==> src/rtl/ustawianie_pkg.sv <==
// Shared types for the bit-range setter: FSM state encoding and default width.
package ustawianie_pkg;

  localparam int BITS_DEF = 32;

  typedef enum logic [1:0] {
    IDLE = 2'd0,
    RUN  = 2'd1,
    DONE = 2'd2,
    ERR  = 2'd3
  } state_t;

endpackage

==> src/rtl/ustawienie_bitu.sv <==
// Combinational single step: OR a one-hot bit at position idx into acc.
module ustawienie_bitu #(
  parameter int BITS  = 32,
  parameter int CNT_W = $clog2(BITS) + 1
) (
  input  logic [BITS-1:0]  acc,
  input  logic [CNT_W-1:0] idx,
  output logic [BITS-1:0]  res
);

  logic [BITS-1:0] one;

  assign one = {{(BITS-1){1'b0}}, 1'b1};
  assign res = acc | (one << idx);

endmodule

==> src/rtl/sterownik_ustawiania.sv <==
// Sets i_count consecutive bits of A starting at bit B, one bit per cycle.
// Optional USTAWIANIE_ABORT_EN adds i_abort to cancel a running operation.
module sterownik_ustawiania
  import ustawianie_pkg::*;
#(
  parameter int BITS = BITS_DEF,
  localparam int CNT_W = $clog2(BITS) + 1
) (
  input  logic                   i_clk,
  input  logic                   i_rst,
  input  logic                   i_start,
  input  logic signed [BITS-1:0] i_arg_A,
  input  logic signed [BITS-1:0] i_arg_B,
  input  logic [CNT_W-1:0]       i_count,
`ifdef USTAWIANIE_ABORT_EN
  input  logic                   i_abort,
`endif
  output logic signed [BITS-1:0] o_result,
  output logic                   o_busy,
  output logic                   o_done,
  output logic                   o_error
);

  localparam logic signed [BITS-1:0] MAX_IDX = BITS'(BITS - 1);
  localparam logic [BITS:0]          LIM     = (BITS + 1)'(BITS);

  state_t           state;
  logic [BITS-1:0]  acc;
  logic [BITS-1:0]  acc_nxt;
  logic [CNT_W-1:0] idx;
  logic [CNT_W-1:0] rem;
  logic [BITS:0]    sum;
  logic             bad;
  logic             abort;

`ifdef USTAWIANIE_ABORT_EN
  assign abort = i_abort;
`else
  assign abort = 1'b0;
`endif

  // Range end is checked unsigned one bit wider so B+count cannot wrap
  assign sum = {1'b0, i_arg_B}
             + {{(BITS + 1 - CNT_W){1'b0}}, i_count};
  assign bad = i_arg_B[BITS-1]
            || (i_arg_B > MAX_IDX && i_count != '0)
            || (sum > LIM);

  ustawienie_bitu #(
    .BITS  (BITS),
    .CNT_W (CNT_W)
  ) u_bit (
    .acc (acc),
    .idx (idx),
    .res (acc_nxt)
  );

  always_ff @(posedge i_clk or posedge i_rst) begin
    if (i_rst) begin
      state    <= IDLE;
      acc      <= '0;
      idx      <= '0;
      rem      <= '0;
      o_result <= '0;
      o_busy   <= 1'b0;
      o_done   <= 1'b0;
      o_error  <= 1'b0;
    end else begin
      o_done  <= 1'b0;
      o_error <= 1'b0;
      unique case (state)
        IDLE: begin
          if (i_start) begin
            acc <= i_arg_A;
            idx <= i_arg_B[CNT_W-1:0];
            rem <= i_count;
            if (bad) begin
              state <= ERR;
            end else if (i_count == '0) begin
              state <= DONE;
            end else begin
              state  <= RUN;
              o_busy <= 1'b1;
            end
          end
        end
        RUN: begin
          if (abort) begin
            state  <= IDLE;
            o_busy <= 1'b0;
          end else begin
            acc <= acc_nxt;
            idx <= idx + 1'b1;
            rem <= rem - 1'b1;
            if (rem == CNT_W'(1)) begin
              state  <= DONE;
              o_busy <= 1'b0;
            end
          end
        end
        DONE: begin
          o_result <= acc;
          o_done   <= 1'b1;
          state    <= IDLE;
        end
        ERR: begin
          o_done  <= 1'b1;
          o_error <= 1'b1;
          state   <= IDLE;
        end
        default: state <= IDLE;
      endcase
    end
  end

endmodule

==> config.mk <==
export PLATFORM = sky130hd
export DESIGN_NAME = sterownik_ustawiania
export DESIGN_NICKNAME = d
export VERILOG_FILES = /design/src/rtl/ustawianie_pkg.sv /design/src/rtl/ustawienie_bitu.sv /design/src/rtl/sterownik_ustawiania.sv
export SDC_FILE = /design/constraint.sdc
export NUM_CORES = 1
export LEC_CHECK = 0
export CORE_MARGIN = 10
export CORE_UTILIZATION = 35
export DETAILED_ROUTE_END_ITERATION = 8
export SKIP_LAST_GASP = 1
export SYNTH_ARGS = -nofsm -noshare
export SYNTH_HDL_FRONTEND = slang
export SYNTH_HIERARCHICAL = 1
export SYNTH_SLANG_ARGS = --single-unit
==> constraint.sdc <==
create_clock -name i_clk -period 3.1 [get_ports i_clk]
set_clock_uncertainty 0.15 [all_clocks]
set_input_delay 0.62 -clock i_clk [delete_from_list [all_inputs] [get_ports i_clk]]
set_output_delay 0.62 -clock i_clk [all_outputs]
set_load 0.005 [all_outputs]
==> qor.yml <==
outcome:
  outcome: "finished, violations left"
  violations: "setup timing"
cells_and_area:
  drive_above_1_share_pct: 26.1
  final_nets: 788
  final_common_cell: "clkdlybuf4s50_1"
  finish.utilization_pct: 53.1
  area_growth_pct: 47.2
  final_cell_mix: "clkdlybuf4s50_1, buf_4, dfrtp_1"
  diodes: 0
clock_tree:
  cts_root_buf: "clkbuf_16"
  cts_tree: "built"
  h-tree-depth: 3
  cts_made_buffers: 9
  clock-sinks: 81
  cts_max_path_buffers: 2
  path_clk_slew_ns: 0.06
  insertion_delay_ns: 0.34
logic_synthesis:
  yosys_warnings: 6
  synth.distinct_cells: 71
  syn_area_sq_um: 5040
  synth_top_area_share_pct: 40.2
  synth_cells: 525
  yosys-top-cells-area: "dfrtp_1, mux2_2, mux2i_1"
  avgSynthCellArea_sq_um: 9.61
  synth_fp_nets: 608
  ys_seq_elements: 81
  synth_top_area_cell: "dfrtp_1"
  synth-edff-count: 0
  yosysSeqAreaShare_pct: 40.2
  async_flop_share_pct: 100
  synth_flop_cell: "dfrtp_1"
detailed_routing:
  ant_nets: 0
  first_iter_violations: 354
  wl_per_cell_um: 17.8
  vias: 4770
  dr.pass1.iters: 4
  drc_errors: 0
  avgViaCountPerCell: 5.36
  routed_wl_um: 15800
worst_setup_path:
  critPathKind: "input pin to flop"
  worstPathArrival_ns: 3.76
  timing.rr.end: "o_result[24]"
  startpoint_type: "input pin"
  end_kind: "flop"
  crit_fanout: 4
  worstPathRequired_ns: 3.17
  r2r_start: "state[1]"
  reg2reg_depth: 5
  r2r_setup_slack_ns: 1.03
sta:
  worstMarginPinSlew_ns: 0.662
  max_freq_mhz: 271
  setup_viol: 3
  period_minus_slack_ns: 3.69
  hold_viol_final: 0
  slew_violations: 0
  slew_headroom_pct: 55.9
  rsz0062_at_grt: "yes"
  whs_ns: 0.355
  fin_ws_ns: -0.590
  fin_crit_sh_pct: 119
  fin_setup_tns_ns: -1.64
global_routing:
  grt_max_degree: 55
  grt_pass1_vias: 4965
  grt-ovfl-total: 0
  grt_first_pass_wirelength_um: 26100
  antenna_found_initial: 0
  gr-usage-all-layers_pct: 15.8
floorplanning:
  die_y_um: 140
  coreArea_sq_um: 14000
  die_w_um: 140
  fp-row-count: 43
  dieArea_sq_um: 19600
  ios: 108
  start_util_pct: 36.1
place:
  routabilityCongestion: 0.888
  port_buffers: 107
  dp_hpwl_um: 12000
hold_path:
  hold_depth: 1
  worstHoldPathType: "flop to flop"
  worstHoldStart: "o_result[25]"
  hold_end: "o_result[25]"
pwr:
  p_sw_share_pct: 36.5
  intPower_uw: 3770
  peakVddDrop_v: 0.000356
  clockPowerShare_pct: 19.1
  combPwrFrac_pct: 45.3
  p_leak_uw: 0.00316
  powerDensity_nw_per_um2: 798
  switching_power_uw: 2160
  seqPwrFrac_pct: 35.6
job:
  maxCapViolCount: 0
kinds of logic (layout without fill, tap and decap cells):
kind of cell    count (synthesis)  after routing  share of synthesized area, %
mux                            66             66                          13.9
simple gates                  165            165                          18.1
fa+ha+maj                      10             10                          2.63
buf+inv                        43            228                          3.65
xor+xnor                        6              6                          1.04
compound gates                154            154                          20.5
flops                          81             81                          40.2
per-stage QoR:
| stage | setup WS (ns) | area [sq um] | instances | power, uW |
|---|---|---|---|---|
| after floorplan | -0.505 | 5080 | 525 | 3640 |
| after global placement | -1.12 | 6940 | 868 | 4690 |
| after detailed placement | -1.24 | 6940 | 868 | 4800 |
| after CTS | -0.552 | 7390 | 889 | 5980 |
| after global routing | -0.671 | 7420 | 890 | 6370 |
| final | -0.590 | 7420 | 890 | 5930 |
flip-flops by register name, indices dropped and copies added (netlist names):
name	count
o_result	32
state	2
o_busy	1
idx	6
acc	32
o_done	1
o_error	1
rem	6
timing repair:
action | CTS | global route
setup endpoints to repair | 3 | 3
endpoints found under the hold margin | 0 | 0
hold buffers | 0 | 0
buffers inserted | 5 | 1
pin swaps | 15 | 10
resized for setup | 36 | 7
gates cloned | 0 | 0
power groups by stage:
stage | clock network, uW | registers, uW | logic [uW]
floorplan | 0 | 1930 | 1710
global placement | 0 | 2100 | 2600
detailed placement | 0 | 2130 | 2670
CTS | 1160 | 2110 | 2710
global route | 1210 | 2200 | 2960
finish | 1130 | 2110 | 2690
worst max-delay path, stage by stage:
cell,delay [ns]
clkdlybuf4s50_1,0.57
ha_4,0.25
buf_4,0.14
a21o_1,0.18
a21o_2,0.24
o21bai_4,0.15
buf_4,0.13
nor3_2,0.03
mux2i_1,0.12
or4_1,0.52
or4_4,0.45
o311a_1,0.35
per-layer routing:
layer  GRT usage, %  wire length (um)  vias up
met5              0                 0        -
met4           5.00               211        0
met3           3.89               910       13
met2           25.5              7590      119
met1           20.3              7120     2316
li1               -                 -     2322
layout make-up:
class | instances | area (sq um)
Clock buffer | 10 | 229
Tap cell | 180 | 225
Fill cell | 1249 | 6560
Sequential cell | 81 | 2030
Timing Repair Buffer | 199 | 1790
Multi-Input combinational cell | 401 | 3010
Inverter | 13 | 50.0
Clock inverter | 6 | 91.3
worst max-delay path by stage:
stage	start	to	slack [ns]
final	i_count[4]	state[1]	-0.59
after global routing	i_count[0]	state[1]	-0.67
after CTS	i_count[0]	state[1]	-0.55
after detailed placement	i_count[0]	state[1]	-1.24
after global placement	i_arg_B[0]	state[1]	-1.12
after floorplan	i_arg_B[0]	state[1]	-0.50
cell usage after synthesis, types with 3 or more instances:
master	number
a21o_1	22
a21oi_1	17
a31o_1	7
a31oi_1	5
and2_1	4
and4bb_4	3
buf_2	6
clkbuf_1	22
dfrtp_1	81
ha_1	9
inv_1	12
mux2_2	33
mux2i_1	33
nand2_1	56
nand2b_1	4
nand3_1	14
nand4_1	8
nor2_1	28
nor2b_1	4
nor3_1	10
nor4_1	10
o21a_1	3
o21ai_0	49
o21bai_1	3
o22a_1	5
o22ai_1	13
or3_1	4
xnor2_1	3
xor2_1	3
No activity file was read; power rests on OpenSTA's default activity.
